**src/rtl/median_window_reader.sv**
```systemverilog
// Read-side sequencer for the median-filter frame buffer: walks every pixel in raster order,
// fetches its 3x3 neighbourhood (edges replicated) and offers it to the median core.
module median_window_reader #(
    parameter int IMG_W  = 32,
    parameter int IMG_H  = 32,
    parameter int ADDR_W = 10,
    parameter int PIX_W  = 8,
    localparam int XW    = $clog2(IMG_W),
    localparam int YW    = $clog2(IMG_H)
) (
    input  logic                 CLK,
    input  logic                 RST,
    input  logic                 start_i,
    output logic                 busy_o,
    output logic                 done_o,
    output logic                 rd_en_o,
    output logic [ADDR_W-1:0]    rd_addr_o,
    input  logic [PIX_W-1:0]     rd_data_i,
    output logic [9*PIX_W-1:0]   win_o,
    output logic                 win_valid_o,
    input  logic                 win_ready_i,
    output logic [XW-1:0]        pix_x_o,
    output logic [YW-1:0]        pix_y_o,
    output logic [2:0]           dbg_state_o
);

    typedef enum logic [2:0] {
        S_IDLE    = 3'd0,
        S_FETCH   = 3'd1,
        S_CAPTURE = 3'd2,
        S_PRESENT = 3'd3,
        S_DONE    = 3'd4
    } state_t;

    state_t state, state_nxt;

    logic [3:0]        k;
    logic [XW-1:0]     x;
    logic [YW-1:0]     y;
    logic [PIX_W-1:0]  win_q [9];

    logic [1:0]        tap_row, tap_col;
    logic [XW-1:0]     cx;
    logic [YW-1:0]     cy;
    logic [ADDR_W-1:0] tap_addr;
    logic              last_x, last_y, xfer;

    assign last_x = (x == XW'(IMG_W - 1));
    assign last_y = (y == YW'(IMG_H - 1));
    // Window handshake: a transfer happens on a rising edge where win_valid_o and
    // win_ready_i are both high; until then win_o/pix_x_o/pix_y_o do not change.
    assign xfer   = (state == S_PRESENT) && win_ready_i;

    always_ff @(posedge CLK) begin
        if (RST) begin
            state <= S_IDLE;
        end else begin
            state <= state_nxt;
        end
    end

    always_comb begin
        state_nxt = state;
        case (state)
            S_IDLE:    if (start_i) state_nxt = S_FETCH;
            S_FETCH:   if (k == 4'd8) state_nxt = S_CAPTURE;
            S_CAPTURE: state_nxt = S_PRESENT;
            S_PRESENT: if (win_ready_i) state_nxt = (last_x && last_y) ? S_DONE : S_FETCH;
            S_DONE:    state_nxt = S_IDLE;
            default:   state_nxt = S_IDLE;
        endcase
    end

    always_comb begin
        busy_o      = (state != S_IDLE);
        done_o      = (state == S_DONE);
        rd_en_o     = (state == S_FETCH);
        win_valid_o = (state == S_PRESENT);
        rd_addr_o   = (state == S_FETCH) ? tap_addr : '0;
        dbg_state_o = state;
    end

    // Tap k sits at row k/3 and column k%3 of the neighbourhood; clamp at the borders.
    always_comb begin
        case (k)
            4'd0, 4'd1, 4'd2: tap_row = 2'd0;
            4'd3, 4'd4, 4'd5: tap_row = 2'd1;
            default:          tap_row = 2'd2;
        endcase
        case (k)
            4'd0, 4'd3, 4'd6: tap_col = 2'd0;
            4'd1, 4'd4, 4'd7: tap_col = 2'd1;
            default:          tap_col = 2'd2;
        endcase
        cy = y;
        cx = x;
        if (tap_row == 2'd0 && y != '0) cy = y - YW'(1);
        if (tap_row == 2'd2 && !last_y) cy = y + YW'(1);
        if (tap_col == 2'd0 && x != '0) cx = x - XW'(1);
        if (tap_col == 2'd2 && !last_x) cx = x + XW'(1);
        tap_addr = ADDR_W'(cy) * ADDR_W'(IMG_W) + ADDR_W'(cx);
    end

    always_ff @(posedge CLK) begin
        if (RST) begin
            k <= '0;
            x <= '0;
            y <= '0;
            for (int i = 0; i < 9; i++) win_q[i] <= '0;
        end else begin
            if (state != S_FETCH) k <= '0;
            case (state)
                S_FETCH: begin
                    k <= k + 4'd1;
                    // Read data lags the strobe by one cycle, so it belongs to the previous tap.
                    if (k != 4'd0) win_q[k - 4'd1] <= rd_data_i;
                end
                S_CAPTURE: win_q[8] <= rd_data_i;
                S_PRESENT: begin
                    if (xfer) begin
                        if (last_x) begin
                            x <= '0;
                            y <= last_y ? '0 : y + YW'(1);
                        end else begin
                            x <= x + XW'(1);
                        end
                    end
                end
                default: ;
            endcase
        end
    end

    always_comb begin
        win_o = '0;
        for (int i = 0; i < 9; i++) win_o[PIX_W*i +: PIX_W] = win_q[i];
    end

    assign pix_x_o = x;
    assign pix_y_o = y;

endmodule
```
**config.mk**
```make
export PLATFORM = sky130hd
export DESIGN_NAME = median_window_reader
export DESIGN_NICKNAME = d
export VERILOG_FILES = /design/src/rtl/median_window_reader.sv
export SDC_FILE = /design/constraint.sdc
export NUM_CORES = 1
export LEC_CHECK = 0
export CORE_AREA = 2 2 107 109
export DETAILED_ROUTE_END_ITERATION = 8
export DIE_AREA = 0 0 109 111
export PLACE_DENSITY = 0.69
export SYNTH_ARGS = -nofsm -noshare
export SYNTH_HDL_FRONTEND = slang
export SYNTH_SLANG_ARGS = --single-unit
```
**constraint.sdc**
```tcl
create_clock -name CLK -period 2.5 [get_ports CLK]
set_input_delay 0.25 -clock CLK [delete_from_list [all_inputs] [get_ports CLK]]
set_output_delay 0.25 -clock CLK [all_outputs]
set_load 0.01 [all_outputs]
```
==> summary.txt <==
Logic synthesis
  • Share of the synthesized area in the top cell type: 50.8%
  • Most common cell in the synthesized netlist: edfxtp_1
  • Compound-Gate Fraction of Synth Area: 5.83%
  • Mapped cell area: about 4300 µm²
  • Main synth FF type: edfxtp_1
  • Cell accounting for the most synthesized area: edfxtp_1
  • Seq cells post-synth: 89
  • Combinational family with the most area after synthesis: simple AND/OR/NAND/NOR gates
  • Post-synthesis adder-cell area fraction: 2.94%
  • Distinct cell type count after synthesis: 56
  • Post-synth top cells: 72 x edfxtp_1, 67 x and2_1, 25 x nor2_1
  • Net count after synthesis: 369
  • Asr flop ratio synth: 0%
  • YS warnings: 0
  • Xor/xnor share of the synthesized area: 1.82%
  • Sequential-to-total area share from yosys stat: 58.8%
  • Mux contribution to synthesized area: less than 1%
  • Top cells by area, synth: edfxtp_1 51%, and2_1 9.9%, dfxtp_1 8.0%, ha_1 2.9%, nor2_1 2.2%
  • Simple-gate portion of the synthesized area: 26.4%
  • Cells after Synth: approximately 350
  • Syn Area/Cell: 12.3 µm²
  • Post-synth EDFFs: 72

Route
  • Highest metal layer with signal wires: met4
  • WL final: ~9.7 mm
  • Antenna viol nets, final: 0
  • WL met3: 600 µm
  • Vias per cell: around 4.9
  • Met1 WL: 4.49 mm
  • Met2 WL: 4.38 mm
  • Detail-routed net length per standard cell: 15.3 µm
  • Vias: 3099
  • Drc violations: 0
  • Drt first-iter violations: 125
  • Pre-Repair DR Iteration Count: 4

Power
  • Net Switching: 724 µW
  • Flop pwr share: 51.9%
  • Clk pwr share: 39.3%
  • Logic pwr share: 8.8%
  • Internal: 2.46 mW
  • Leakage: between 2 and 2.5 nW
  • Sw Share: 22.8%
  • Max IR drop VDD: ~0.32 mV
  • Pwr Density: 523 nW/µm²

STA
  • Final setup fails: 0
  • Max_slew headroom: 68.5%
  • Slew Viols, Final: 0
  • Final worst-path cycle share: 96.9%
  • Max frequency: 413 MHz
  • Clk_skew: roughly 4.4 ps
  • Final Hold Viols: 0
  • Fin crit period: roughly 2400 ps
  • Worst Hold Slack: 547 ps
  • Actual slew at the worst max-slew pin: 471 ps
  • RSZ-0062 raised after global routing: yes

Job
  • Max-cap viol count: 0

Floorplanning
  • Initial Util: approximately two fifths
  • Chip Width: 109 µm
  • I/O pin total: 111
  • Core Rows: 39
  • Die height: between 100 and 150 µm
  • Core outline area: about 11000 µm²
  • Die ar.: about 12000 µm²

Global routing
  • Initial antenna violation count: 0
  • Largest net degree at the start of global routing: 17
  • Remaining global-route overflow: 0
  • Vias in the first global route: ~2900
  • Global-route wire length before repair: 14.8 mm
  • GRT Overall Usage: 15.9%

CTS
  • Clk Latency, worst-skew pair: 340 ps
  • Hold buffer count at cts: 0
  • Clock sinks: 89
  • CTS H-tree lvls: 3
  • CTS tree: yes
  • Clock slew at reported path FFs: 60 ps
  • CTS Buf Count: 9
  • CTS root buf: clkbuf_16
  • Bufs on Longest Clock Path: 2

Worst setup path
  • Origin of the critical flop-to-flop path: k[1]
  • Worst reg2reg setup slack: about 310 ps
  • CP startpoint kind: register
  • Worst R2R End: win_q[0][7]
  • Critical Path Sink Type: primary output
  • Req. time, crit path: 2250 ps
  • FF-to-FF path depth: 7
  • Crit Path Class: register to primary output
  • Most used cell, CP: buf_4
  • CP cell instances: buf_4 > ha_2 > or3_4 > nand3_4 > buf_4 > o32ai_1 > xnor2_1 > nor2_1 > clkdlybuf4s15_2
  • CP max FO: 5
  • Largest stage delay on the critical path: roughly 350 ps
  • Crit-path slowest cell: or3_4
  • CP arrival: around 2200 ps

Cells and area
  • Ratio of cells with drive above 1 in the final layout: 21.5%
  • Fin util: 54.9%
  • Design Area, Final: 6080 µm²
  • Layout area overhead: 43.1%
  • Nets: 506
  • Fillers: about 940
  • Antenna cell count: 0

Placement
  • Final RePlAce weighted congestion: around 0.84
  • Placed cell area: 5660 µm²
  • Port buffer count: 110
  • HPWL after DPL: 6.96 mm

Hold path
  • Worst Hold Class: primary input to register
  • Worst hold start: start_i
  • Hold Path Stages: 3
  • Hold endpoint: dbg_state_o[0]

Status
  • Status: finished clean
==> registers in the layout, summed over array words and instances (netlist names) <==
signal / count
dbg_state_o: 3
pix_x_o: 5
k: 4
win_q: 72
pix_y_o: 5
==> worst max-delay path: cells and delay by family (launching register included) <==
family                     cells  cell delay, ps
AOI/OAI and AO/OA              1              90
xor gates and xnor gates       1             140
adders and majority gates      1             210
buffers and inverters          3             510
DFF                            1             330
and+or+nand+nor                3             570
==> area by class of cell <==
class | instances | area, µm² | share of cell area (%)
clock buffer | 10 | 229 | 3.76
clock inverter | 6 | 50.0 | 0.823
inverter | 15 | 56.3 | 0.925
multi-input combinational | 228 | 1750 | 28.8
sequential | 89 | 2510 | 41.3
tap | 143 | 179 | 2.94
timing repair buffer | 141 | 1310 | 21.4
==> how the worst max path moves through the flow <==
stage / slack, ps / start / end / cells after the start
after floorplan: 180 / pix_x_o[0] / rd_addr_o[3] / 9
after global placement: -30 / pix_x_o[0] / rd_addr_o[3] / 9
after detailed placement: -100 / pix_x_o[0] / rd_addr_o[3] / 9
after CTS: 2 / pix_x_o[0] / rd_addr_o[4] / 10
after global routing: -30 / k[0] / rd_addr_o[6] / 9
final: 80 / k[0] / rd_addr_o[7] / 9
==> layer usage <==
metal | up-vias | track usage [%]
met2 | 114 | 24.9
met3 | 12 | 3.94
met5 | - | 0
li1 | 1507 | -
met4 | 0 | 6.15
met1 | 1466 | 21.1
==> cell usage in the layout (no fill, tap or decap), types with 4 or more instances in the layout <==
master,netlist,layout
clkdlybuf4s50_1,0,100
edfxtp_1,72,72
and2_1,67,66
buf_4,1,30
nor2_1,25,24
inv_1,14,13
a21oi_1,14,13
dfxtp_1,17,12
nor3_1,13,9
clkbuf_16,0,9
nor2b_1,8,8
nand3_1,6,6
nor3_2,2,6
o21ai_0,7,6
or2_2,5,5
xnor2_1,5,5
ha_4,0,5
buf_2,6,5
or2_1,4,4
dfxtp_2,0,4
==> per-stage QoR <==
step / setup slack (ps) / power (mW) / std cells / TNS (ps)
final: 77.0 / 3.18 / 632 / 0
after global placement: -34.7 / 1.95 / 614 / -34.7
after global routing: -27.1 / 3.28 / 632 / -54.1
after CTS: 1.90 / 3.20 / 632 / 0
after floorplan: 180 / 1.80 / 347 / 0
after detailed placement: -95.4 / 1.96 / 614 / -186
==> logic make-up after synthesis <==
kind of cell,count (synthesis)
adders and majority gates,10
and+or+nand+nor,169
buffers and inverters,30
DFF,89
muxes,3
xor gates and xnor gates,8
AOI/OAI and AO/OA,38
==> power groups by stage <==
stage	Sequential [mW]	Combinational (mW)	Clock, mW
after CTS	1.65	0.278	1.27
after detailed placement	1.69	0.271	0
after global routing	1.66	0.299	1.32
final	1.65	0.279	1.25
after global placement	1.68	0.268	0
after floorplan	1.71	0.0900	0
==> what timing repair did <==
item	in CTS	in global routing
setup endpoints to repair	10	9
pin swaps	2	6
gates resized for setup	42	25
cloned	0	0
setup buffers	2	1
(Power assumes the default switching activity.)
==> RTL edit 1 (config.mk and constraints unchanged) <==
`IMG_W`: 32 -> 16.
--- a/src/rtl/median_window_reader.sv
+++ b/src/rtl/median_window_reader.sv
@@ -1,7 +1,7 @@
 // Read-side sequencer for the median-filter frame buffer: walks every pixel in raster order,
 // fetches its 3x3 neighbourhood (edges replicated) and offers it to the median core.
 module median_window_reader #(
-    parameter int IMG_W  = 32,
+    parameter int IMG_W  = 16,
     parameter int IMG_H  = 32,
     parameter int ADDR_W = 10,
     parameter int PIX_W  = 8,
Ports: changed (resized pix_x_o); port bits go from 111 to 110. No check against the original RTL was run, so the function may have changed too.
==> RTL edit 1 against the original RTL <==
Core utilization up 0.81 points. Combinational power up 67%. Sequential cell count down 1. Die area unchanged. Sequential share of layout area down 0.89 points. Final area up 1.5%. Wire length up 1.3%. Total power up 7.3%. Worst setup slack better by 0.0021 ns. Synthesized area up 2.5%. Largest cell class unchanged. Highest routed layer unchanged.
==> RTL edit 1: results (changes against the original RTL) <==
[power]
peakVddDrop_mv = 0.283  ; -11%

[placement]
portBuffers = 108  ; -1.8%
place_area_um2 = 5730  ; +1.2%

[global_routing]
use_met2_pct = 25.8  ; +0.95 points
use_met3_pct = 2.70  ; -1.2 points
grt_pass1_vias = 3010  ; +2.3%
grt_max_degree = 18  ; +1

[route]
met3_length_um = 582  ; -3.0%
routed_wl_mm = 9.78  ; +1.3%
viasPerCell = 4.91  ; +0.18%
wl_met1_mm = 4.48  ; -0.38%
vias = 3139  ; +1.3%

[final_layout]
nNetsFinal = 513  ; +1.4%
final_layout_size_suffix_gt1_share_pct = 22.8  ; +1.3 points

[setup_path]
rr_endpoint = win_q[8][5]$_SDFFCE_PN0P_
r2r_slack_ns = 0.29  ; -0.02 ns
cpPeakStageDelay_ns = 0.40  ; +0.05 ns
reg2regPathDepth = 8  ; +1
endpoint = rd_addr_o[3]
crit_slowest_cell = dfxtp_4

[yosys]
yosys-top-cells-count = 72 x edfxtp_1, 66 x and2_1, 24 x nor2_1
syn_nets = 379  ; +2.7%
ys_types = 65  ; +16%

[status]
status = finished, final reports clean

[timing]
skew_ns = 0.00791  ; +0.00350 ns
hold-worst-slack_ns = 0.580  ; +0.0323 ns

## RTL edit 1: cell types whose count changed after synthesis, sizes merged, moves of 3 or more
cell    delta
nand2b     -3
nand3      -3
inv        -3
o21ai      -4
nor2       +6
nand2      +4
a211oi     +3
mux2i      +3
## RTL edit 1: repair_timing
item | in CTS | in global routing
gates cloned | 0 | 0
pin swaps | 1 | 0
endpoints found under the hold margin | 0 | 0
resized for setup | 44 | 13
setup endpoints to repair | 9 | 14
## RTL edit 1: logic make-up (layout without fill, tap and decap cells)
family,after synthesis,count (layout),share of synthesized area (%)
muxes,6,6,1.95
and+or+nand+nor,178,178,26.8
xor gates and xnor gates,7,7,1.41
buffers and inverters,28,167,3.88
other,1,1,0.0861
adders and majority gates,10,10,2.87
AOI/OAI and AO/OA,39,39,6.09
DFF,88,88,57.0
## RTL edit 1: power groups by stage
stage | registers, mW | logic [mW] | clock network [mW]
2_1_floorplan | 1.72 | 0.201 | 0
3_3_place_gp | 1.70 | 0.436 | 0
3_5_place_dp | 1.70 | 0.440 | 0
4_1_cts | 1.67 | 0.465 | 1.29
5_1_grt | 1.68 | 0.500 | 1.33
6_report | 1.67 | 0.466 | 1.27
## RTL edit 1: cell type report
| type | instances | area, µm² |
|---|---|---|
| Clock buffer | 9 | 225 |
| Clock inverter | 7 | 60.1 |
| Multi-Input combinational cell | 241 | 1870 |
| Tap cell | 143 | 179 |
| Sequential cell | 88 | 2490 |
| Inverter | 12 | 50.0 |
| Timing Repair Buffer | 139 | 1300 |
| Fill cell | 917 | 4900 |
## RTL edit 1: stage by stage
step	setup WS (ns)	TNS, ns
final	0.0790	0
after global routing	0.00920	0
after CTS	0.0252	0
after detailed placement	-0.0713	-0.163
after global placement	0.0234	0
after floorplan	0.163	0
==> RTL edit 2 (same settings) <==
Without the edit above. Reset style: asynchronous (`RST`), changed in 2 clocked blocks.
--- a/src/rtl/median_window_reader.sv
+++ b/src/rtl/median_window_reader.sv
@@ -51,7 +51,7 @@
     // win_ready_i are both high; until then win_o/pix_x_o/pix_y_o do not change.
     assign xfer   = (state == S_PRESENT) && win_ready_i;
 
-    always_ff @(posedge CLK) begin
+    always_ff @(posedge CLK or posedge RST) begin
         if (RST) begin
             state <= S_IDLE;
         end else begin
@@ -101,7 +101,7 @@
         tap_addr = ADDR_W'(cy) * ADDR_W'(IMG_W) + ADDR_W'(cx);
     end
 
-    always_ff @(posedge CLK) begin
+    always_ff @(posedge CLK or posedge RST) begin
         if (RST) begin
             k <= '0;
             x <= '0;
Behaviour: differs if RST is asserted again (counterexample within 4 cycles, from zero or initial values and one cycle with RST high); with RST held inactive, the same outputs for 10 cycles.
==> RTL edit 2 against the original RTL <==
Final area is 5.3% higher. Worst setup slack worse by 0.076 ns. Synthesized cell count is 1.7% lower. Wire length is 15% higher. Sequential cell count stayed put. Clock skew is 0.0047 ns higher. Synthesized area is 4.9% higher. Count of clock-buffer cells in the layout stayed put.
Power is not compared: it rests on default switching activity, and its combinational part moved more than twofold at a synthesized area within 25%.
==> RTL edit 2: results (changes against the original RTL) <==
[status]
status = finished, final reports clean

[global_routing]
grt_pass1_wl_mm = 17.7  ; +20%
grt_pass1_vias = 3324  ; +13%

[final_layout]
fillCellCount = 926  ; -1.2%
nNetsFinal = 510  ; +0.79%
fin_cells = 633  ; +0.16%

[setup_path]
reg2regPathDepth = 6  ; -1
critPathMaxFanout = 4  ; -1
rr_endpoint = win_o[41]$_DFFE_PP0P_
path_delay_family = compound AO/OA/AOI/OAI gates
crit_slowest_cell = dfrtp_1
endpoint = rd_addr_o[2]
worstPathArrival_ns = 2.25  ; +0.08 ns
startpoint = pix_x_o[1]$_DFFE_PP0P_

[placement]
place.gp.congestion = 0.879  ; +5.2%
dp_cells = 612  ; -0.33%
dpl.hpwl_mm = 7.72  ; +11%

[min_path]
hold_class = in -> async

[yosys]
ys_types = 47  ; -16%
synthMuxAreaShare_pct = 24.1  ; +23 points
synthTopCellsByArea = dfrtp_1 50%, mux2_4 22%, ha_1 3.6%, mux2_2 2.5%, buf_6 2.3%
yosys-top-cells-count = 89 x dfrtp_1, 64 x mux2_4, 21 x nor2_1
yosys.area_share.adder_pct = 3.65  ; +0.70 points
synth.yosys.seq_area_share_pct = 49.9  ; -8.9 points
synthXorXnorAreaFrac_pct = 1.37  ; -0.45 points
syn_avg_cell_area_um2 = 13.1  ; +6.8%

[route]
viasPerCell = 5.11  ; +4.2%
drtIter0Drc = 161  ; +29%
routed_wl_mm = 11.1  ; +15%

[timing]
skew_ns = 0.00911  ; +0.00470 ns
setup_slack_ns = 0.000592  ; -0.0764 ns
tightest_slew_ns = 0.538  ; +0.0674 ns

-- RTL edit 2: power breakdown --
group / total, mW / internal (mW) / switching, mW
Clock: 1.27 / 0.685 / 0.584
Combinational: 3.75 / 2.23 / 1.53
Sequential: 2.31 / 1.97 / 0.342
-- RTL edit 2: cells by family after synthesis --
| family | count (synthesis) |
|---|---|
| AO/OA/AOI/OAI | 44 |
| XOR/XNOR | 7 |
| adder cells (fa/ha/maj) | 13 |
| buffers and inverters | 31 |
| flip-flops | 89 |
| multiplexers | 74 |
| AND/OR/NAND/NOR | 83 |
-- RTL edit 2: layer usage --
metal	track usage, %	vias up	part of all wire (%)
met5	0	-	0
met4	4.44	0	1.1
met3	4.82	10	5.7
met2	29.7	103	47
met1	25.7	1617	46
li1	-	1503	-
-- RTL edit 2: area by class of cell --
cell class	count	area share [%]
clock buffers	10	3.57
clock inverters	6	0.781
inverters	12	0.761
multi-input cells	221	34.2
flip-flops and latches	89	34.8
well taps	143	2.79
repair buffers	152	23.1
-- RTL edit 2: how the worst min path moves through the flow --
| stage | slack [ns] | endpoint | start | depth (start not counted) |
|---|---|---|---|---|
| after floorplan | 0.38 | dbg_state_o[2]$_DFFE_PP0P_ | win_ready_i | 2 |
| after global placement | 0.49 | k[0]$_DFF_PP0_ | k[0]$_DFF_PP0_ | 1 |
| after detailed placement | 0.49 | win_o[22]$_DFFE_PP0P_ | win_o[22]$_DFFE_PP0P_ | 1 |
| after CTS | 0.42 | win_o[60]$_DFFE_PP0P_ | RST | 3 |
| after global routing | 0.42 | win_o[63]$_DFFE_PP0P_ | RST | 3 |
| final | 0.37 | win_o[63]$_DFFE_PP0P_ | RST | 3 |
-- RTL edit 2: worst reg2reg max path, stage by stage (launching register included) --
cell     delay (ns)
dfrtp_1        0.46
or3b_1         0.48
buf_4          0.20
a21oi_4        0.22
and3_1         0.25
buf_12         0.15
mux2_4         0.31
-- RTL edit 2: per-stage QoR --
step                util [%]  area [µm²]
floorplan                  -        4470
detailed placement      54.1        5990
finish                  57.9        6410
global route            57.9        6410
CTS                     57.1        6330
global placement        54.1        5990
-- RTL edit 2: timing repair --
item	4_1_cts	5_1_grt
pin swaps	2	9
setup endpoints to repair	10	10
gates resized for setup	34	32
buffers inserted	4	1
